**src/rtl/uart_pkg.sv**
```systemverilog
// ============================================================================
// Module   : uart_pkg
// Brief    : Shared state encoding and ASCII constants for the UART printers.
// Revision : 1.0 - initial release
// ============================================================================
`default_nettype none

package uart_pkg;

    typedef enum logic [3:0] {
        ST_IDLE    = 4'd0,
        ST_CONV_H  = 4'd1,
        ST_CONV_T  = 4'd2,
        ST_EMIT_H  = 4'd3,
        ST_EMIT_T  = 4'd4,
        ST_EMIT_O  = 4'd5,
        ST_EMIT_CR = 4'd6,
        ST_EMIT_LF = 4'd7,
        ST_DONE    = 4'd8
    } state_t;

    localparam logic [7:0] ASCII_CR    = 8'h0D;
    localparam logic [7:0] ASCII_LF    = 8'h0A;
    localparam logic [7:0] ASCII_QMARK = 8'h3F;
    localparam logic [7:0] ASCII_ZERO  = 8'h30;

endpackage

`default_nettype wire

```
**src/rtl/uart_num2ascii.sv**
```systemverilog
// ============================================================================
// Module   : uart_num2ascii
// Brief    : Maps a decimal digit 0-9 to its ASCII character, '?' otherwise.
// Revision : 1.0 - initial release
// ============================================================================
`default_nettype none

module uart_num2ascii
    import uart_pkg::*;
(
    input  logic [3:0] digit,
    output logic [7:0] ascii
);

    always_comb begin
        if (digit <= 4'd9) begin
            ascii = ASCII_ZERO + {4'd0, digit};
        end else begin
            ascii = ASCII_QMARK;
        end
    end

endmodule

`default_nettype wire

```
**src/rtl/uart_dec_printer.sv**
```systemverilog
// ============================================================================
// Module   : uart_dec_printer
// Brief    : Prints an 8-bit unsigned value as decimal text into a TX FIFO.
// Revision : 1.0 - initial release
// ============================================================================
`default_nettype none

module uart_dec_printer
    import uart_pkg::*;
#(
    parameter bit LEAD_ZERO = 1'b0,
    parameter bit NEWLINE   = 1'b1
) (
    input  logic       clk,
    input  logic       rst_n,
    input  logic       start,
    input  logic [7:0] value,
    output logic       busy,
    output logic       done,
    input  logic       tx_ready,
    output logic       tx_write,
    output logic [7:0] tx_data
);

    state_t     state_q, state_d;
    logic [7:0] rem_q, rem_d;
    logic [7:0] hcnt_q, hcnt_d;
    logic [7:0] tcnt_q, tcnt_d;
    logic       busy_q, busy_d;
    logic       done_q, done_d;
    logic [3:0] w_digit;
    logic [7:0] w_ascii;

    always_comb begin
        state_d = state_q;
        rem_d   = rem_q;
        hcnt_d  = hcnt_q;
        tcnt_d  = tcnt_q;
        case (state_q)
            ST_IDLE: begin
                if (start) begin
                    rem_d   = value;
                    hcnt_d  = 8'd0;
                    tcnt_d  = 8'd0;
                    state_d = ST_CONV_H;
                end
            end
            ST_CONV_H: begin
                if (rem_q >= 8'd100) begin
                    rem_d  = rem_q - 8'd100;
                    hcnt_d = hcnt_q + 8'd1;
                end else begin
                    state_d = ST_CONV_T;
                end
            end
            ST_CONV_T: begin
                if (rem_q >= 8'd10) begin
                    rem_d  = rem_q - 8'd10;
                    tcnt_d = tcnt_q + 8'd1;
                end else if (LEAD_ZERO || (hcnt_q != 8'd0)) begin
                    state_d = ST_EMIT_H;
                end else if (tcnt_q != 8'd0) begin
                    state_d = ST_EMIT_T;
                end else begin
                    state_d = ST_EMIT_O;
                end
            end
            // Once the hundreds digit is printed the tens digit always follows, even when zero.
            ST_EMIT_H:  if (tx_ready) state_d = ST_EMIT_T;
            ST_EMIT_T:  if (tx_ready) state_d = ST_EMIT_O;
            ST_EMIT_O:  if (tx_ready) state_d = NEWLINE ? ST_EMIT_CR : ST_DONE;
            ST_EMIT_CR: if (tx_ready) state_d = ST_EMIT_LF;
            ST_EMIT_LF: if (tx_ready) state_d = ST_DONE;
            default:    state_d = ST_IDLE;
        endcase
        busy_d = (state_d != ST_IDLE);
        done_d = (state_d == ST_DONE);
    end

    always_ff @(posedge clk or negedge rst_n) begin
        if (!rst_n) begin
            state_q <= ST_IDLE;
            rem_q   <= 8'd0;
            hcnt_q  <= 8'd0;
            tcnt_q  <= 8'd0;
            busy_q  <= 1'b0;
            done_q  <= 1'b0;
        end else begin
            state_q <= state_d;
            rem_q   <= rem_d;
            hcnt_q  <= hcnt_d;
            tcnt_q  <= tcnt_d;
            busy_q  <= busy_d;
            done_q  <= done_d;
        end
    end

    assign busy = busy_q;
    assign done = done_q;

    always_comb begin
        w_digit = rem_q[3:0];
        case (state_q)
            ST_EMIT_H: w_digit = hcnt_q[3:0];
            ST_EMIT_T: w_digit = tcnt_q[3:0];
            default:   w_digit = rem_q[3:0];
        endcase
    end

    uart_num2ascii u_num2ascii (
        .digit (w_digit),
        .ascii (w_ascii)
    );

    always_comb begin
        tx_write = 1'b0;
        tx_data  = 8'h00;
        case (state_q)
            ST_EMIT_H, ST_EMIT_T, ST_EMIT_O: begin
                tx_data  = w_ascii;
                tx_write = tx_ready;
            end
            ST_EMIT_CR: begin
                tx_data  = ASCII_CR;
                tx_write = tx_ready;
            end
            ST_EMIT_LF: begin
                tx_data  = ASCII_LF;
                tx_write = tx_ready;
            end
            default: begin
                tx_write = 1'b0;
                tx_data  = 8'h00;
            end
        endcase
    end

endmodule

`default_nettype wire

```
**config.mk**
```make
export PLATFORM = sky130hd
export DESIGN_NAME = uart_dec_printer
export DESIGN_NICKNAME = d
export VERILOG_FILES = /design/src/rtl/uart_pkg.sv /design/src/rtl/uart_num2ascii.sv /design/src/rtl/uart_dec_printer.sv
export SDC_FILE = /design/constraint.sdc
export NUM_CORES = 1
export LEC_CHECK = 0
export CORE_UTILIZATION = 57
export DETAILED_ROUTE_END_ITERATION = 10
export GPL_TIMING_DRIVEN = 0
export PLACE_DENSITY = 0.8
export REMOVE_ABC_BUFFERS = 1
export SETUP_SLACK_MARGIN = 0.5
export SLEW_MARGIN = 20
export SYNTH_ARGS = -nofsm -noshare
export SYNTH_HDL_FRONTEND = slang
export SYNTH_HIERARCHICAL = 1
export SYNTH_SLANG_ARGS = --single-unit
```
**constraint.sdc**
```tcl
create_clock -name clk -period 3.2 [get_ports clk]
set_clock_uncertainty 0.15 [all_clocks]
set_input_delay 0.64 -clock clk [delete_from_list [all_inputs] [get_ports clk]]
set_output_delay 0.64 -clock clk [all_outputs]
set_load 0.02 [all_outputs]
```
==> results of run 1 <==
[power by group through the flow]
| stage | sequential (mW) | clock (mW) | combinational [mW] |
|---|---|---|---|
| after floorplan | 0.688 | 0 | 0.895 |
| after global placement | 0.744 | 0 | 1.19 |
| after detailed placement | 0.745 | 0 | 1.20 |
| after CTS | 0.692 | 0.396 | 1.34 |
| after global routing | 0.724 | 0.417 | 1.59 |
| final | 0.704 | 0.398 | 1.45 |
[cells in the final DEF (no fill, tap or decap), types with 3 or more instances in the layout]
cell	n
nand4_1	7
a21o_1	3
o211ai_1	3
inv_1	12
nand3_1	7
dfrtp_2	4
xnor2_1	10
nor4b_4	3
a21oi_1	11
xor2_1	3
conb_1	4
dfrtp_1	24
nand2_2	3
a211oi_1	4
and2_1	8
and3_1	3
o21ai_0	14
nand2_1	24
buf_4	15
clkbuf_8	6
a22oi_1	5
nor3_1	4
nand2b_1	3
a221o_1	4
nor2_1	21
or3_1	3
ha_1	9
clkdlybuf4s50_1	12
[worst min-delay path by stage]
stage,from,end,slack (ns),depth (start not counted)
after floorplan,rst_n,busy,0.19,0
after global placement,rem_q[0],rem_q[0],0.37,2
after detailed placement,tcnt_q[7],tcnt_q[7],0.39,2
after CTS,rst_n,rem_q[0],0.26,1
after global routing,rst_n,rem_q[0],0.30,1
final,rst_n,tcnt_q[3],0.25,1
[flip-flops by register name (all words and copies together) (netlist names)]
signal   count
done         1
busy         1
hcnt_q       8
tcnt_q       8
state_q      4
rem_q        8
[cells by family (layout without fill, tap and decap cells)]
family | Yosys count | count (layout) | synth area share
and+or+nand+nor | 103 | 103 | 0.259
AOI/OAI and AO/OA | 68 | 68 | 0.225
adders and majority gates | 9 | 9 | 0.0506
buffers and inverters | 34 | 52 | 0.0731
DFF | 30 | 30 | 0.337
xor gates and xnor gates | 13 | 13 | 0.0512
other | 2 | 4 | 0.00338
[through the flow]
| step | hold WS (ns) | cell area, sq um |
|---|---|---|
| 3_5_place_dp | 0.386 | 2370 |
| 4_1_cts | 0.259 | 2580 |
| 3_3_place_gp | 0.374 | 2380 |
| 6_report | 0.249 | 2630 |
| 5_1_grt | 0.295 | 2630 |
| 2_1_floorplan | 0.194 | 2120 |
[per-layer routing]
layer  global-route usage  wire length (um)  vias up
li1                     -                 -      964
met1                0.361              2460      946
met2                0.437              2470       71
met3               0.0511               257       10
met4                0.100                92        0
met5                    0                 0        -
[cell type report]
class	instances	area, sq um
clock buffers	6	82.6
clock inverters	1	30.0
fillers	288	1060
inverters	13	48.8
multi-input cells	197	1390
flip-flops and latches	30	763
well taps	48	60.1
repair buffers	32	262
[worst max-delay path, delay by kind of cell (launching register included)]
| family | cells | cell delay (ns) |
|---|---|---|
| buffers and inverters | 2 | 0.35 |
| AO/OA/AOI/OAI | 3 | 0.31 |
| flip-flops | 1 | 0.51 |
| AND/OR/NAND/NOR | 4 | 0.57 |
[repair_timing]
| action | in CTS | in global routing |
|---|---|---|
| setup buffers | 7 | 5 |
| endpoints found under the setup margin | 11 | 10 |
| gates resized for setup | 34 | 17 |
| pin swaps | 4 | 7 |
| hold endpoints to repair | 0 | 0 |
==> out/results.tsv, run 1 <==
metric	value	unit
total power	2.56	mW
LEAKAGE	1.11	nW
WS Path Type	flop to primary output	
Synth Instances	259	
global-route wire length before repair	8700	um
max incr delay on CP	0.51	ns
RSZ-0062 raised after global routing	yes	
fin util	0.713	
min cycle time layout	2.81	ns
post-synthesis sequential area ratio	0.337	
hold buffer count at cts	0	
TritonCTS clock tree	built	
worst vdd ir	0.700	mV
GRT Overall Usage	0.271	
Primary FF master, synth	dfrtp_1	
Clk network pwr share	0.156	
Initial Util	0.603	
Worst Setup SP	state_q[3]	
wire length per cell	16.1	um
CP required	2.41	ns
Synth Cell Area	2220	sq um
Root Driver	clkbuf_8	
Synth area leaders	dfrtp_1, ha_1, nand2_1, xnor2_1, nor2_1	
final setup violation count	0	
core area	3690	sq um
# DRC	0	
final non-filler cell total	327	
part of the power in registers	0.276	
Row Count	22	
Setup TNS	0	ns
CP Data Arrival Time	2.02	ns
drt total wl	5280	um
CP max-delay cell	dfrtp_4	
worst flop-to-flop path startpoint	rem_q[2]	
final setup margin	0.387	ns
Synth cell types	55	
CP startpoint kind	flop	
Place WS	-0.363	ns
clk sinks	30	
worst setup path end	tx_data[0]	
Antenna diodes	0	
number of global-route vias before repair	1845	
Ys Warns	6	
relative slew slack	0.506	
Post-synth EDFFs	0	
Port Buf Inserts	20	
NetSw	1.19	mW
RD Place Congestion	0.843	
fmax	0.355	GHz
Worst Hold Class	input port to asynchronous set/reset pin	
most frequent cell after synthesis	dfrtp_1	
most common library cells after synthesis	dfrtp_1, nand2_1, nor2_1, o21ai_0, inv_1	
Syn Area/Cell	8.59	sq um
FFs w/ async S/R, synth	1.00	
initial antenna violation count	0	
reg-to-reg endpoint	busy	
HPWL after DPL	3230	um
Final Slew Violations	0	
die span in y	64.5	um
via count	1991	
Via density	6.09	
nets	300	
post-synth top area share	0.337	
placed cells	308	
DR pass1 iterations	4	
Cell Int Power	1.36	mW
Worst setup EP type	primary output	
I/O pin cnt	23	
H-tree depth	2	
Chip Width	64.5	um
largest buffer count on any clock path	2	
Max-Cap Viols	0	
largest net degree at the start of global routing	31	
Slew @ Worst Pin	0.742	ns
Synth Register Bits	30	
R2R cell count	7	
Final Hold Fails	0	
CP cell instances	nor4b_4, buf_4, a22oi_1, nand2_1, o21ai_1, nand2b_1, nand2_1, a21oi_2, buf_4	
Cell Pwr Density	971	nW/um^2
status	complete, no violations	
Clock Latency Late Sink	0.29	ns
Critical Path Fanout Max	5	
Final Cycle Share	0.879	
R2R setup slack	0.58	ns
Die ar.	4160	sq um
cts bufs inserted	5	
clock slew at reported path FFs	0.07	ns
Synth-to-Final Area Change	18.3	%
drt first-iter violations	190	
Sw Share	0.466	
Comb power frac	0.569	
antenna viol nets, final	0	
grt ovf	0	
Yosys top cell by area	dfrtp_1	
share of layout cells above drive strength 1	0.190	
Power figures use the tool's default switching activity.
==> inputs of run 2 (changes only) <==
--- a/config.mk
+++ b/config.mk
@@ -5,6 +5,7 @@
 export SDC_FILE = /design/constraint.sdc
 export NUM_CORES = 1
 export LEC_CHECK = 0
+export CAP_MARGIN = 10
 export CORE_UTILIZATION = 57
 export DETAILED_ROUTE_END_ITERATION = 10
 export GPL_TIMING_DRIVEN = 0
==> results of run 2 <==
No change in the layout: final DEF, timing and power equal those of run 1.
==> inputs of run 3 (changes only) <==
--- a/config.mk
+++ b/config.mk
@@ -6,10 +6,10 @@
 export NUM_CORES = 1
 export LEC_CHECK = 0
 export CAP_MARGIN = 10
-export CORE_UTILIZATION = 57
+export CORE_UTILIZATION = 45
 export DETAILED_ROUTE_END_ITERATION = 10
 export GPL_TIMING_DRIVEN = 0
-export PLACE_DENSITY = 0.8
+export PLACE_DENSITY = 0.66
 export REMOVE_ABC_BUFFERS = 1
 export SETUP_SLACK_MARGIN = 0.5
 export SLEW_MARGIN = 20
==> run 3 against run 2 <==
Compared with the run above: routed wire length decreased by 2.2%; clock-buffer cell count increased by 2; via count decreased by 2.9%; worst hold slack got worse by 0.0084 ns; combinational power about the same; critical endpoint is now tx_data[2]; clock power decreased by 8.3%.
==> out/results.tsv, run 3 (synthesized netlist as in run 1, its figures left out) <==
metric	value	unit	change
min cycle time layout	2.85	ns	was 2.81 ns
Final Instance Area	2700	sq um	was 2630 sq um
Final Cycle Share	0.891		was 0.879
relative slew slack	0.506		about the same
largest buffer count on any clock path	2		unchanged
CP startpoint kind	flop		unchanged
R2R cell count	7		unchanged
die span in y	72.3	um	was 64.5 um
clk sinks	30		unchanged
antenna viol nets, final	0		unchanged
HPWL after DPL	3330	um	was 3230 um
final setup violation count	0		unchanged
status	complete, no violations		unchanged
number of global-route vias before repair	1862		was 1845
Setup TNS	0	ns	unchanged
drt total wl	5160	um	was 5280 um
DR pass1 iterations	4		unchanged
placed cells	327		was 308
Clock Latency Late Sink	0.29	ns	about the same
drt first-iter violations	180		was 190
Worst Hold Class	input port to asynchronous set/reset pin		unchanged
share of layout cells above drive strength 1	0.206		was 0.190
wire length per cell	14.8	um	was 16.1 um
fmax	0.351	GHz	was 0.355 GHz
GRT Overall Usage	0.212		was 0.271
grt ovf	0		unchanged
hold buffer count at cts	0		unchanged
largest net degree at the start of global routing	31		unchanged
worst flop-to-flop path startpoint	rem_q[2]		unchanged
LEAKAGE	1.15	nW	was 1.11 nW
RD Place Congestion	0.804		was 0.843
reg-to-reg endpoint	busy		unchanged
Row Count	25		was 22
largest registers	hcnt_q (8), rem_q (8), tcnt_q (8)		unchanged
Worst Setup SP	state_q[3]		unchanged
initial antenna violation count	0		unchanged
Die ar.	5230	sq um	was 4160 sq um
Via density	5.55		was 6.09
Worst setup EP type	primary output		unchanged
Synth-to-Final Area Change	21.5	%	was 18.3%
core area	4750	sq um	was 3690 sq um
final non-filler cell total	348		was 327
WS Path Type	flop to primary output		unchanged
fin util	0.568		was 0.713
Root Driver	clkbuf_8		unchanged
most frequent cells in the layout	nand2_1, dfrtp_1, nor2_1, buf_4, o21ai_0		unchanged
Critical Path Fanout Max	4		was 5
Max-Cap Viols	0		unchanged
R2R setup slack	0.64	ns	was 0.58 ns
worst hold margin	0.240	ns	was 0.249 ns
CP Data Arrival Time	2.06	ns	was 2.02 ns
global-route wire length before repair	8640	um	was 8700 um
Chip Width	72.3	um	was 64.5 um
Port Buf Inserts	20		unchanged
I/O pin cnt	23		unchanged
via count	1933		was 1991
worst vdd ir	0.362	mV	was 0.700 mV
most common cell after layout, fill and taps aside	nand2_1		
nets	301		was 300
Final Slew Violations	0		unchanged
cts bufs inserted	5		unchanged
H-tree depth	2		unchanged
Slew @ Worst Pin	0.741	ns	was 0.742 ns
CP required	2.41	ns	about the same
# DRC	0		unchanged
placed cell areas	2400	sq um	was 2370 sq um
clock slew at reported path FFs	0.07	ns	about the same
Final Hold Fails	0		unchanged
Antenna diodes	0		unchanged
RSZ-0062 raised after global routing	yes		unchanged
Cell Pwr Density	943	nW/um^2	was 971 nW/um^2
TritonCTS clock tree	built		unchanged
Initial Util	0.468		was 0.603
[run 3: cell count changes in the layout (fill, tap and decap cells not counted), moves of 2 or more]
cell            delta
a21oi_1            -2
clkbuf_8           +2
dlymetal6s2s_1     +2
nand2_1            +2
nand2_2            -2
o21ai_2            +2
[run 3: worst max-delay path, stage by stage, from the launching register on]
cell and delay [ns]:
dfrtp_4 0.52, nor4b_4 0.39, buf_4 0.18, a22oi_2 0.06, nand2_1 0.12, buf_4 0.12
a21o_1 0.07, nand2_1 0.05, a21oi_2 0.11, buf_4 0.15
[run 3: repair_timing]
action                     4_1_cts  5_1_grt
setup buffers                   10        3
pin swaps                        7        5
gates cloned                     0        0
resized for setup               32       20
setup endpoints to repair       11       10
[run 3: report_power, final]
group	total (mW)	internal, mW	switching [mW]
Clock	0.365	0.217	0.148
Combinational	1.47	0.651	0.823
Sequential	0.710	0.501	0.209
[run 3: final cells by class]
cell class	count	area [sq um]
multi-input cells	197	1410
flip-flops and latches	30	763
clock buffers	8	110
repair buffers	33	288
well taps	67	83.8
inverters	13	48.8
fillers	454	2050
[run 3: worst max path at each step]
stage,slack [ns],end,cells after the start
finish,0.35,tx_data[2],9
global route,0.23,tx_data[0],9
CTS,0.32,tx_data[1],8
detailed placement,-0.39,tx_data[1],8
global placement,-0.40,tx_data[1],8
floorplan,0.35,tx_data[0],7
[run 3: stage by stage]
stage	total power [mW]	setup slack, ns
floorplan	1.58	0.349
global placement	1.95	-0.399
detailed placement	1.96	-0.393
CTS	2.46	0.315
global route	2.77	0.230
finish	2.55	0.349
[run 3: metal layers]
metal	vias up	part of all wire	global-route usage	routed length (um)
li1	967	-	-	-
met1	935	0.48	0.282	2500
met2	23	0.47	0.345	2430
met3	8	0.027	0.0417	139
met4	0	0.017	0.0741	88
met5	-	0	0	0
